==> config.mk <==
export PLATFORM = sky130hd
export DESIGN_NAME = branch_predictor_2lvl
export DESIGN_NICKNAME = d
export VERILOG_FILES = /design/src/rtl/branch_predictor_2lvl.sv
export SDC_FILE = /design/constraint.sdc
export NUM_CORES = 1
export LEC_CHECK = 0
export ABC_AREA = 1
export BUFFER_PORTS_ARGS = -buffer_cell sky130_fd_sc_hd__buf_2
export CAP_MARGIN = 25
export CORE_ASPECT_RATIO = 0.5
export CORE_MARGIN = 10
export CORE_UTILIZATION = 45
export CTS_BUF_LIST = sky130_fd_sc_hd__clkbuf_4 sky130_fd_sc_hd__clkbuf_8
export DETAILED_ROUTE_END_ITERATION = 8
export GPL_TIMING_DRIVEN = 0
export PLACE_DENSITY = 0.73
export SYNTH_ARGS = -nofsm -noshare
export SYNTH_HDL_FRONTEND = slang
export SYNTH_SLANG_ARGS = --single-unit
==> constraint.sdc <==
create_clock -name clk -period 10.4 [get_ports clk]
set_input_delay 1.04 -clock clk [delete_from_list [all_inputs] [get_ports clk]]
set_output_delay 1.04 -clock clk [all_outputs]
set_load 0.005 [all_outputs]
==> src/rtl/branch_predictor_2lvl.sv <==
// branch_predictor_2lvl
//
// Two-level branch predictor for the pipelined MIPS datapath.
// Lookup is purely combinational from the fetch PC. Training uses the
// resolved outcome and the indices carried down the pipe to the M stage,
// so tables only ever hold non-speculative state.
//
// Parameters:
//   PC_HASH_BITS   : BHT index width (2^PC_HASH_BITS history entries)
//   HIST_BITS      : history length; must not exceed PHT_INDEX_BITS
//   PHT_INDEX_BITS : PHT index width (2^PHT_INDEX_BITS counters)
//   CTR_BITS       : saturating counter width (>= 1)
//   MODE           : 0 = per-PC local history, 1 = single global history
//
// Ports:
//   clk, rst        : clock, asynchronous active-high reset
//   pcF             : fetch PC
//   predict_takeF   : prediction for pcF
//   pc_hashingF     : BHT index for pcF, carried down the pipe
//   PHT_indexF      : PHT index for pcF, carried down the pipe
//   branchM         : M-stage instruction is a branch (update enable)
//   actually_takenM : resolved branch direction
//   predict_resultM : 1 when the prediction was correct (1 for non-branches)
//   pc_hashingM     : BHT index returned with the branch
//   PHT_indexM      : PHT index returned with the branch
//   branch_cnt      : retired branch count
//   mispredict_cnt  : mispredicted branch count
//
// Optional build macro BP_PERF_CNT_EN adds saturating 32-bit counters behind
// branch_cnt / mispredict_cnt. Without it both outputs are tied to zero.

module branch_predictor_2lvl #(
  parameter int PC_HASH_BITS   = 3,
  parameter int HIST_BITS      = 4,
  parameter int PHT_INDEX_BITS = 7,
  parameter int CTR_BITS       = 2,
  parameter int MODE           = 0
) (
  input  logic                      clk,
  input  logic                      rst,
  input  logic [31:0]               pcF,
  output logic                      predict_takeF,
  output logic [PC_HASH_BITS-1:0]   pc_hashingF,
  output logic [PHT_INDEX_BITS-1:0] PHT_indexF,
  input  logic                      branchM,
  input  logic                      actually_takenM,
  input  logic                      predict_resultM,
  input  logic [PC_HASH_BITS-1:0]   pc_hashingM,
  input  logic [PHT_INDEX_BITS-1:0] PHT_indexM,
  output logic [31:0]               branch_cnt,
  output logic [31:0]               mispredict_cnt
);

  localparam int BhtEntries = 1 << PC_HASH_BITS;
  localparam int PhtEntries = 1 << PHT_INDEX_BITS;
  localparam logic [CTR_BITS-1:0] CtrWeakNt = CTR_BITS'((1 << (CTR_BITS - 1)) - 1);
  localparam logic [CTR_BITS-1:0] CtrMax    = '1;

  if (HIST_BITS > PHT_INDEX_BITS) begin : gBadHist
    $error("HIST_BITS (%0d) must be <= PHT_INDEX_BITS (%0d)", HIST_BITS, PHT_INDEX_BITS);
  end
  if (CTR_BITS < 1) begin : gBadCtr
    $error("CTR_BITS must be >= 1");
  end

  logic [HIST_BITS-1:0] histF;
  logic [HIST_BITS-1:0] histM;
  logic [HIST_BITS-1:0] histNext;

  // Shift in the outcome; the truncating cast drops the oldest bit and also
  // covers HIST_BITS == 1, where the history is just the last outcome.
  assign histNext = HIST_BITS'({histM, actually_takenM});

  // ---------------------------------------------------------------------------
  // History storage
  // ---------------------------------------------------------------------------
  if (MODE == 0) begin : gLocal
    logic [HIST_BITS-1:0] bhtQ [BhtEntries];

    always_ff @(posedge clk or posedge rst) begin
      if (rst) begin
        for (int i = 0; i < BhtEntries; i++) begin
          bhtQ[i] <= '0;
        end
      end else if (branchM) begin
        bhtQ[pc_hashingM] <= histNext;
      end
    end

    assign histF = bhtQ[pc_hashingF];
    assign histM = bhtQ[pc_hashingM];
  end else begin : gGlobal
    logic [HIST_BITS-1:0] ghrQ;
    logic                 unusedHashM;

    always_ff @(posedge clk or posedge rst) begin
      if (rst) begin
        ghrQ <= '0;
      end else if (branchM) begin
        ghrQ <= histNext;
      end
    end

    assign histF       = ghrQ;
    assign histM       = ghrQ;
    assign unusedHashM = ^pc_hashingM;
  end

  // ---------------------------------------------------------------------------
  // Pattern history table
  // ---------------------------------------------------------------------------
  logic [CTR_BITS-1:0] phtQ [PhtEntries];
  logic [CTR_BITS-1:0] ctrM;
  logic [CTR_BITS-1:0] ctrNext;

  assign ctrM = phtQ[PHT_indexM];

  always_comb begin
    ctrNext = ctrM;
    if (actually_takenM) begin
      if (ctrM != CtrMax) ctrNext = ctrM + 1'b1;
    end else begin
      if (ctrM != '0) ctrNext = ctrM - 1'b1;
    end
  end

  always_ff @(posedge clk or posedge rst) begin
    if (rst) begin
      for (int i = 0; i < PhtEntries; i++) begin
        phtQ[i] <= CtrWeakNt;
      end
    end else if (branchM) begin
      phtQ[PHT_indexM] <= ctrNext;
    end
  end

  // ---------------------------------------------------------------------------
  // Lookup (no bypass: a same-cycle update becomes visible after the edge)
  // ---------------------------------------------------------------------------
  logic unusedPc;

  assign pc_hashingF   = pcF[PC_HASH_BITS+1:2];
  assign PHT_indexF    = pcF[PHT_INDEX_BITS+1:2] ^ PHT_INDEX_BITS'(histF);
  assign predict_takeF = phtQ[PHT_indexF][CTR_BITS-1];
  assign unusedPc      = ^{pcF[31:PHT_INDEX_BITS+2], pcF[1:0]};

  // ---------------------------------------------------------------------------
  // Performance counters
  // ---------------------------------------------------------------------------
`ifdef BP_PERF_CNT_EN
  logic [31:0] branchCntQ;
  logic [31:0] mispredictCntQ;

  always_ff @(posedge clk or posedge rst) begin
    if (rst) begin
      branchCntQ     <= '0;
      mispredictCntQ <= '0;
    end else if (branchM) begin
      if (branchCntQ != '1) branchCntQ <= branchCntQ + 32'd1;
      if (!predict_resultM && (mispredictCntQ != '1)) begin
        mispredictCntQ <= mispredictCntQ + 32'd1;
      end
    end
  end

  assign branch_cnt     = branchCntQ;
  assign mispredict_cnt = mispredictCntQ;
`else
  logic unusedPerfIn;

  assign branch_cnt     = '0;
  assign mispredict_cnt = '0;
  assign unusedPerfIn   = predict_resultM;
`endif

endmodule

==> Yosys cells after proc, flatten, opt, wreduce, memory -nomap -nowiden <==
Index checks and enable logic that the tools add are counted.
{ "word_totals": {"wordCells": 174, "in_bits": 47, "out_inout_bits": 75, "ff_bits": 288} }
{ "classes": {"n_addsub": 2, "magnitude_cmp": 6, "n_reduce_logical": 3, "n_eq_ne": 1, "muxes": 21, "bitwise_logic": 5} }
{ "ops": {"columns": ["op", "count"], "rows": [
  ["$bwmux W256", 1],
  ["$bwmux W32", 1],
  ["$bmux W2 S7", 2],
  ["$bmux W4 S3", 2],
  ["$ge A8 B8 Y1 const B", 2],
  ["$mux W2", 8],
  ["$not A7 Y8", 2],
  ["$demux W2 S7", 1],
  ["$demux W4 S3", 1],
  ["$mux W4", 3],
  ["$ge A4 B4 Y1 const B", 2],
  ["$lt A8 B1 Y1 const B", 1],
  ["$not A3 Y4", 2],
  ["$xor A7 B4 Y7", 1],
  ["$mux W3", 2],
  ["$lt A4 B1 Y1 const B", 1],
  ["$add A2 B1 Y2 const B", 1],
  ["$logic_and A1 B1 Y1", 2],
  ["$ne A2 B2 Y1 const B", 1],
  ["$reduce_bool A2 Y1", 1],
  ["$sub A2 B1 Y2 const B", 1]
]} }

==> Longest topological paths before layout <==
Gate-level depths: netlist of run 1.
{ "logic_depth": {"ltp_word": 9, "mapped_depth": 21, "ltp_nobuf": 17} }

==> Worst setup path after synthesis of run 1 <==
No wires, ideal clock.
{ "synth_path": {"path_kind": "input-to-output", "start": "input port pcF[4]", "end": "output port predict_takeF", "n_path_buf": 3, "arrival_time_ns": 2.627, "path_stages": 16, "t_required_ns": 9.360, "slack_ns": 6.733, "path_cell_list": "clkbuf_1 inv_1 nand3_1 nand3_1 nand2_1 buf_2 buf_2 nand2_1 nand3_1 nand3_1 nand3_1 nand3_1 nand3_1 nand2_1 nand2_1 nand2_1"} }
{ "synth_between": {"elab_chain_len": 9} }
{ "synth_rtl": {"columns": ["item", "line_no", "text"], "rows": [
  ["from (decl)", "41", "input logic [31:0] pcF,"],
  ["$not A3 Y4 (not written as such)", "90", "assign histF = bhtQ[pc_hashingF];"],
  ["$bmux W4 S3", "90", null],
  ["$mux W4 (not written as such) (2 in series)", "90", null],
  ["$xor A7 B4 Y7 (*)", "143", "assign PHT_indexF = pcF[PHT_INDEX_BITS+1:2] ^ PHT_INDEX_BITS'(histF);"],
  ["$not A7 Y8 (not written as such) (*)", "144", "assign predict_takeF = phtQ[PHT_indexF][CTR_BITS-1];"],
  ["$bmux W2 S7 (*)", "144", null],
  ["$mux W2 (not written as such) (*) (2 in series)", "144", null],
  ["to (decl)", "42", "output logic predict_takeF,"]
]} }
Mark *: on every way between the ends. The rest lies on a longest branch, timed or not. The select of a mux whose other input is x is not followed.

==> Final worst setup path of run 1 <==
{ "layout_path": {"start": "input port pcF[2]", "end": "output port predict_takeF"} }
The elaborated chain is that of the path after synthesis.

==> flow_metrics.tcl, run 1 <==
set metrics [dict create \
    setup_viol 0 \
    hold_viol_final 0 \
    hpwl_um 50100 \
    h-tree-depth 2 \
    port_buffers 27 \
    crit_cells 16 \
    ys_seq_area_share_pct 41.63 \
    r2r-start "phtQ[39]" \
    cts.sinks 288 \
    fill_cells 3919 \
    synth-seq-cells 288 \
    synthCells 2656 \
    power_frac_comb_pct 19.8 \
    cp_common_cell "nand3_1" \
    dp_slack_ps 5388 \
    finalNetCount 2849 \
    clockBufferDepth 3 \
    overflow 0 \
    max_freq_mhz 192.7 \
    layout-drive-gt1-share_pct 14.76 \
    dr.pass1.iters 6 \
    crit_chain "buf_2 > clkbuf_1 > a21oi_1 > o21ai_0 > nand3_1 > nand2_1 > clkinv_1 > buf_2 > nand3_1 > nand3_1 > nand3_1 > nand3_1 > nand2_1 > nand2_1 > nand2_1 > buf_2" \
    power.density_mw_per_mm2 147.3 \
    setup_tns_ps 0 \
    core_mm2 0.03886 \
    grt_pass1_wl_um 105000 \
    cts_setup_buffers 0 \
    fp.dieH_um 160.2 \
    grt_max_degree 124 \
    wire_per_inst_um 21.10 \
    outcome "finished clean" \
    clk_pin_slew_ps 70 \
    path_class "input port to output port" \
    fp.dieArea_mm2 0.04814 \
    pwr-share-seq_pct 43.6 \
    whs_ps 444.6 \
    insertion_delay_ps 630 \
    peakVddDrop_mv 0.07043 \
    switchingPower_uw 957.5 \
    cp_max_fo 10 \
    r2r-end "phtQ[211]" \
    fin_crit_ps 5190 \
    r2r_slack_ps 7600 \
    timing.final.ws_setup_ps 5211 \
    gp_congestion 1.040 \
    numCtsBuffers 45 \
    cp_top_family "buffers and inverters" \
    cts_root_buf "clkbuf_8" \
    start_util_pct 45.54 \
    vias 18260 \
    post_cts_resized 0 \
    synthFlopType "dfrtp_1" \
    dr.first_iter.drc_count 2457 \
    pwr-share-clk_pct 36.6 \
    startpoint_type "input port" \
    crit_path_start "pcF[2]" \
    cts_tree "done" \
    area_growth_pct 12.25 \
    p_int_uw 1969 \
    leakagePower_uw 0.009796 \
    io_pins 122 \
    hold_class "input port to async pin" \
    critPathArrivalTime_ps 4150 \
    num_antenna_cells 0 \
    yosysWarnings 0 \
    grt_usage_pct 28.61 \
    async_flop_share_pct 100.0 \
    grt_setup_unrepaired "no" \
    antenna_found_initial 0 \
    worst_slew_pin_slew_ps 1086 \
    drc 0 \
    ff2ff_path_depth 14 \
    hold_buffers 0 \
    finClkSkew_ps 48.32 \
    via_per_inst 5.420 \
    synth_area_per_cell_um2 6.663 \
    multi_input_area_mm2 0.008187 \
    netlist_area_mm2 0.01770 \
    switching_share_pct 32.71 \
    synth.distinct_cells 31 \
    grt_pass1_vias 16710 \
    synth_edf_count 0 \
    relSlewSlack_pct 27.60 \
    regArea_mm2 0.007367 \
    die_width_um 300.5 \
    required_ps 9360 \
    cap_violations 0 \
    period_share_pct 49.90 \
    cpPeakStageDelay_ps 530 \
    final_antenna_net_count 0 \
    slowest_stage "clkinv_1" \
    wl_um 71070 \
    cp_num_buf_inv 5 \
    critPathCaptureType "output port" \
    slew_violations 0 \
    post-route-util_pct 51.12 \
    rows 51 \
]
[power groups by stage]
stage,logic (µW),clock network (µW),registers (µW)
5_1_grt,624,1130,1280
4_1_cts,558,1080,1270
3_3_place_gp,544,0,1290
2_1_floorplan,359,0,1270
3_5_place_dp,556,0,1290
6_report,580,1070,1280
[per-stage QoR]
| stage | power (µW) | instance area [µm²] | instances |
|---|---|---|---|
| finish | 2927 | 19870 | 3369 |
| global route | 3036 | 19870 | 3369 |
| CTS | 2908 | 19840 | 3367 |
| detailed placement | 1848 | 18850 | 3283 |
| global placement | 1835 | 18730 | 3276 |
| floorplan | 1634 | 17930 | 2719 |
[per-layer routing]
layer,up-vias,global-route usage (%),share of wire (%)
met2,1109,41.16,41
met4,2,11.72,4.1
li1,8413,-,-
met1,8567,39.35,41
met3,170,8.516,14
met5,-,0,0.041
[flip-flops by register name (all words and copies together), names as in the netlist]
name and cells:
phtQ 256, gLocal.bhtQ 32
[synthesized netlist by cell type, types with 19 or more instances]
master       n  share of area, %
a21oi_1     34              0.96
buf_2       45               1.3
buf_4       90               3.8
clkbuf_1    30              0.64
dfrtp_1    160                23
dfstp_2    128                19
inv_1      288               6.1
nand2_1   1167                25
nand3_1    291               8.2
nand3b_1    38               1.6
nor2_1     139               2.9
nor3_1      47               1.3
o21ai_0     91               2.6
o21ai_1     19              0.54
[cell usage in the layout (no fill, tap or decap), types with 64 or more instances in the layout]
cell	instances
nand3_1	291
buf_2	72
buf_4	91
inv_1	287
o21ai_0	91
dfstp_2	128
nand2_1	1167
nor2_1	139
dfrtp_1	160
conb_1	64
[worst max path at each step]
| stage | to | slack, ps |
|---|---|---|
| 2_1_floorplan | gLocal.bhtQ[0] | 1620 |
| 3_3_place_gp | gLocal.bhtQ[2] | -1840 |
| 3_5_place_dp | predict_takeF | 5390 |
| 4_1_cts | predict_takeF | 5390 |
| 5_1_grt | predict_takeF | 5130 |
| 6_report | predict_takeF | 5210 |
[area by class of cell]
| class | count | area share, % |
|---|---|---|
| multi-input cells | 1937 | 41.21 |
| flip-flops and latches | 288 | 37.08 |
| plain buffers | 190 | 6.216 |
| inverters | 304 | 5.807 |
| clock buffers | 74 | 4.528 |
| well taps | 530 | 3.338 |
| repair buffers | 36 | 1.373 |
| clock inverters | 10 | 0.4472 |
[cell families after synthesis]
family / share of synthesized area [%]
compound gates: 4.970
xor+xnor: 0.09899
buf+inv: 13.45
flops: 41.63
other cells: 0.02119
simple gates: 39.83
(Power assumes the default switching activity.)
==> run 2, diff against run 1 <==
- clock period: 10.4 -> 4.92 ns (I/O delays scaled with it)
==> flow_metrics.tcl, run 2 (same netlist as run 1, synthesis figures left out) <==
set metrics [dict create \
    layout-drive-gt1-share_pct 14.73 \
    cts_tree "done" \
    post_cts_resized 0 \
    grt_pass1_vias 16910 \
    max_freq_mhz 240.1 \
    final_cell_mix "nand2_1, nand3_1, inv_1" \
    dp_slack_ps 982.8 \
    cts.sinks 288 \
    final_antenna_net_count 0 \
    io_pins 122 \
    cpPeakStageDelay_ps 760 \
    fp.dieArea_mm2 0.04814 \
    path_class "flip-flop to output port" \
    placed_cell_area_mm2 0.01892 \
    slowest_stage "buf_1" \
    required_ps 4430 \
    h-tree-depth 2 \
    drc 0 \
    slew_violations 0 \
    timing.final.ws_setup_ps 754.6 \
    gp_congestion 1.058 \
    vias 18370 \
    critPathArrivalTime_ps 3670 \
    largest_register_ffs 256 \
    grt_setup_unrepaired "no" \
    clk_pin_slew_ps 80 \
    overflow 0 \
    period_share_pct 84.66 \
    numCtsBuffers 44 \
    top_register "phtQ" \
    critPathCaptureType "output port" \
    fin_area_mm2 0.01993 \
    crit_path_start "gLocal.bhtQ[5]" \
    hold_class "input port to async pin" \
    cap_violations 0 \
    crit_chain "nand2_1 > nand3_1 > nand3_1 > nand2_1 > inv_1 > buf_1 > nand3_1 > nand3_1 > nand3_1 > nand3_1 > nand3_1 > nand2_1 > nand2_1 > nand2_1 > buf_2" \
    core_mm2 0.03886 \
    outcome "finished clean" \
    grt_max_degree 43 \
    die_width_um 300.5 \
    fp.dieH_um 160.2 \
    dr.first_iter.drc_count 2361 \
    grt_pass1_wl_um 104200 \
    dr.pass1.iters 6 \
    cp_num_buf_inv 3 \
    wire_per_inst_um 20.87 \
    start_util_pct 45.54 \
    relSlewSlack_pct 23.17 \
    cts_setup_buffers 0 \
    wl_um 70320 \
    finalNetCount 2851 \
    whs_ps 10.13 \
    hpwl_um 49690 \
    hold_viol_final 0 \
    port_buffers 27 \
    cp_max_fo 10 \
    via_per_inst 5.453 \
    worst_slew_pin_slew_ps 1148 \
    cp_common_cell "nand3_1" \
    r2r-start "phtQ[113]" \
    final_common_cell "nand2_1" \
    fin_crit_ps 4165 \
    peakVddDrop_mv 0.1426 \
    antenna_found_initial 1 \
    hold_buffers 0 \
    power.density_mw_per_mm2 313.5 \
    cp_top_family "simple AND/OR/NAND/NOR gates" \
    cts_root_buf "clkbuf_8" \
    reg_top3 "phtQ (256), gLocal.bhtQ (32)" \
    insertion_delay_ps 620 \
    area_growth_pct 12.60 \
    finClkSkew_ps 35.46 \
    ff2ff_path_depth 14 \
    clockBufferDepth 3 \
    setup_viol 0 \
    crit_cells 15 \
    grt_usage_pct 28.31 \
    rows 51 \
    startpoint_type "flip-flop" \
    leakagePower_uw 0.009823 \
    post-route-util_pct 51.28 \
]
## run 2: per-layer routing
layer	up-vias	share of wire [%]	track usage, %
met1	8671	41	38.50
met2	1104	42	42.01
li1	8404	-	-
met5	-	0.026	0
met4	2	4.4	11.20
met3	190	13	7.665
## run 2: cell type report
| type | count | area, µm² |
|---|---|---|
| repair buffers | 39 | 331.6 |
| fillers | 3829 | 18930 |
| clock inverters | 12 | 137.6 |
| diodes | 1 | 2.502 |
| multi-input cells | 1937 | 8187 |
| plain buffers | 190 | 1235 |
| inverters | 304 | 1150 |
| flip-flops and latches | 288 | 7367 |
| clock buffers | 68 | 854.6 |
| well taps | 530 | 663.1 |
## run 2: per-stage QoR
step / TNS [ps] / std cells / total power [µW]
2_1_floorplan: 0 / 2719 / 3455
3_3_place_gp: -167230 / 3276 / 3879
3_5_place_dp: 0 / 3287 / 3910
4_1_cts: 0 / 3367 / 6195
5_1_grt: 0 / 3368 / 6460
6_report: 0 / 3369 / 6247
## run 2: path summary, 6_finish.rpt
path                             endpoint  slack [ps]
hold / removal                  phtQ[113]          10
setup reg to reg                 phtQ[65]        2110
max in group asynchronous       phtQ[198]        3400
setup / recovery            predict_takeF         750
hold reg to reg                  phtQ[14]         470
min in group clk           gLocal.bhtQ[0]         340
## run 2: report_power, final
part	switching, µW	internal [µW]	total [µW]
clock	1050	1270	2320
sequential	105	2590	2700
combinational	870	360	1230
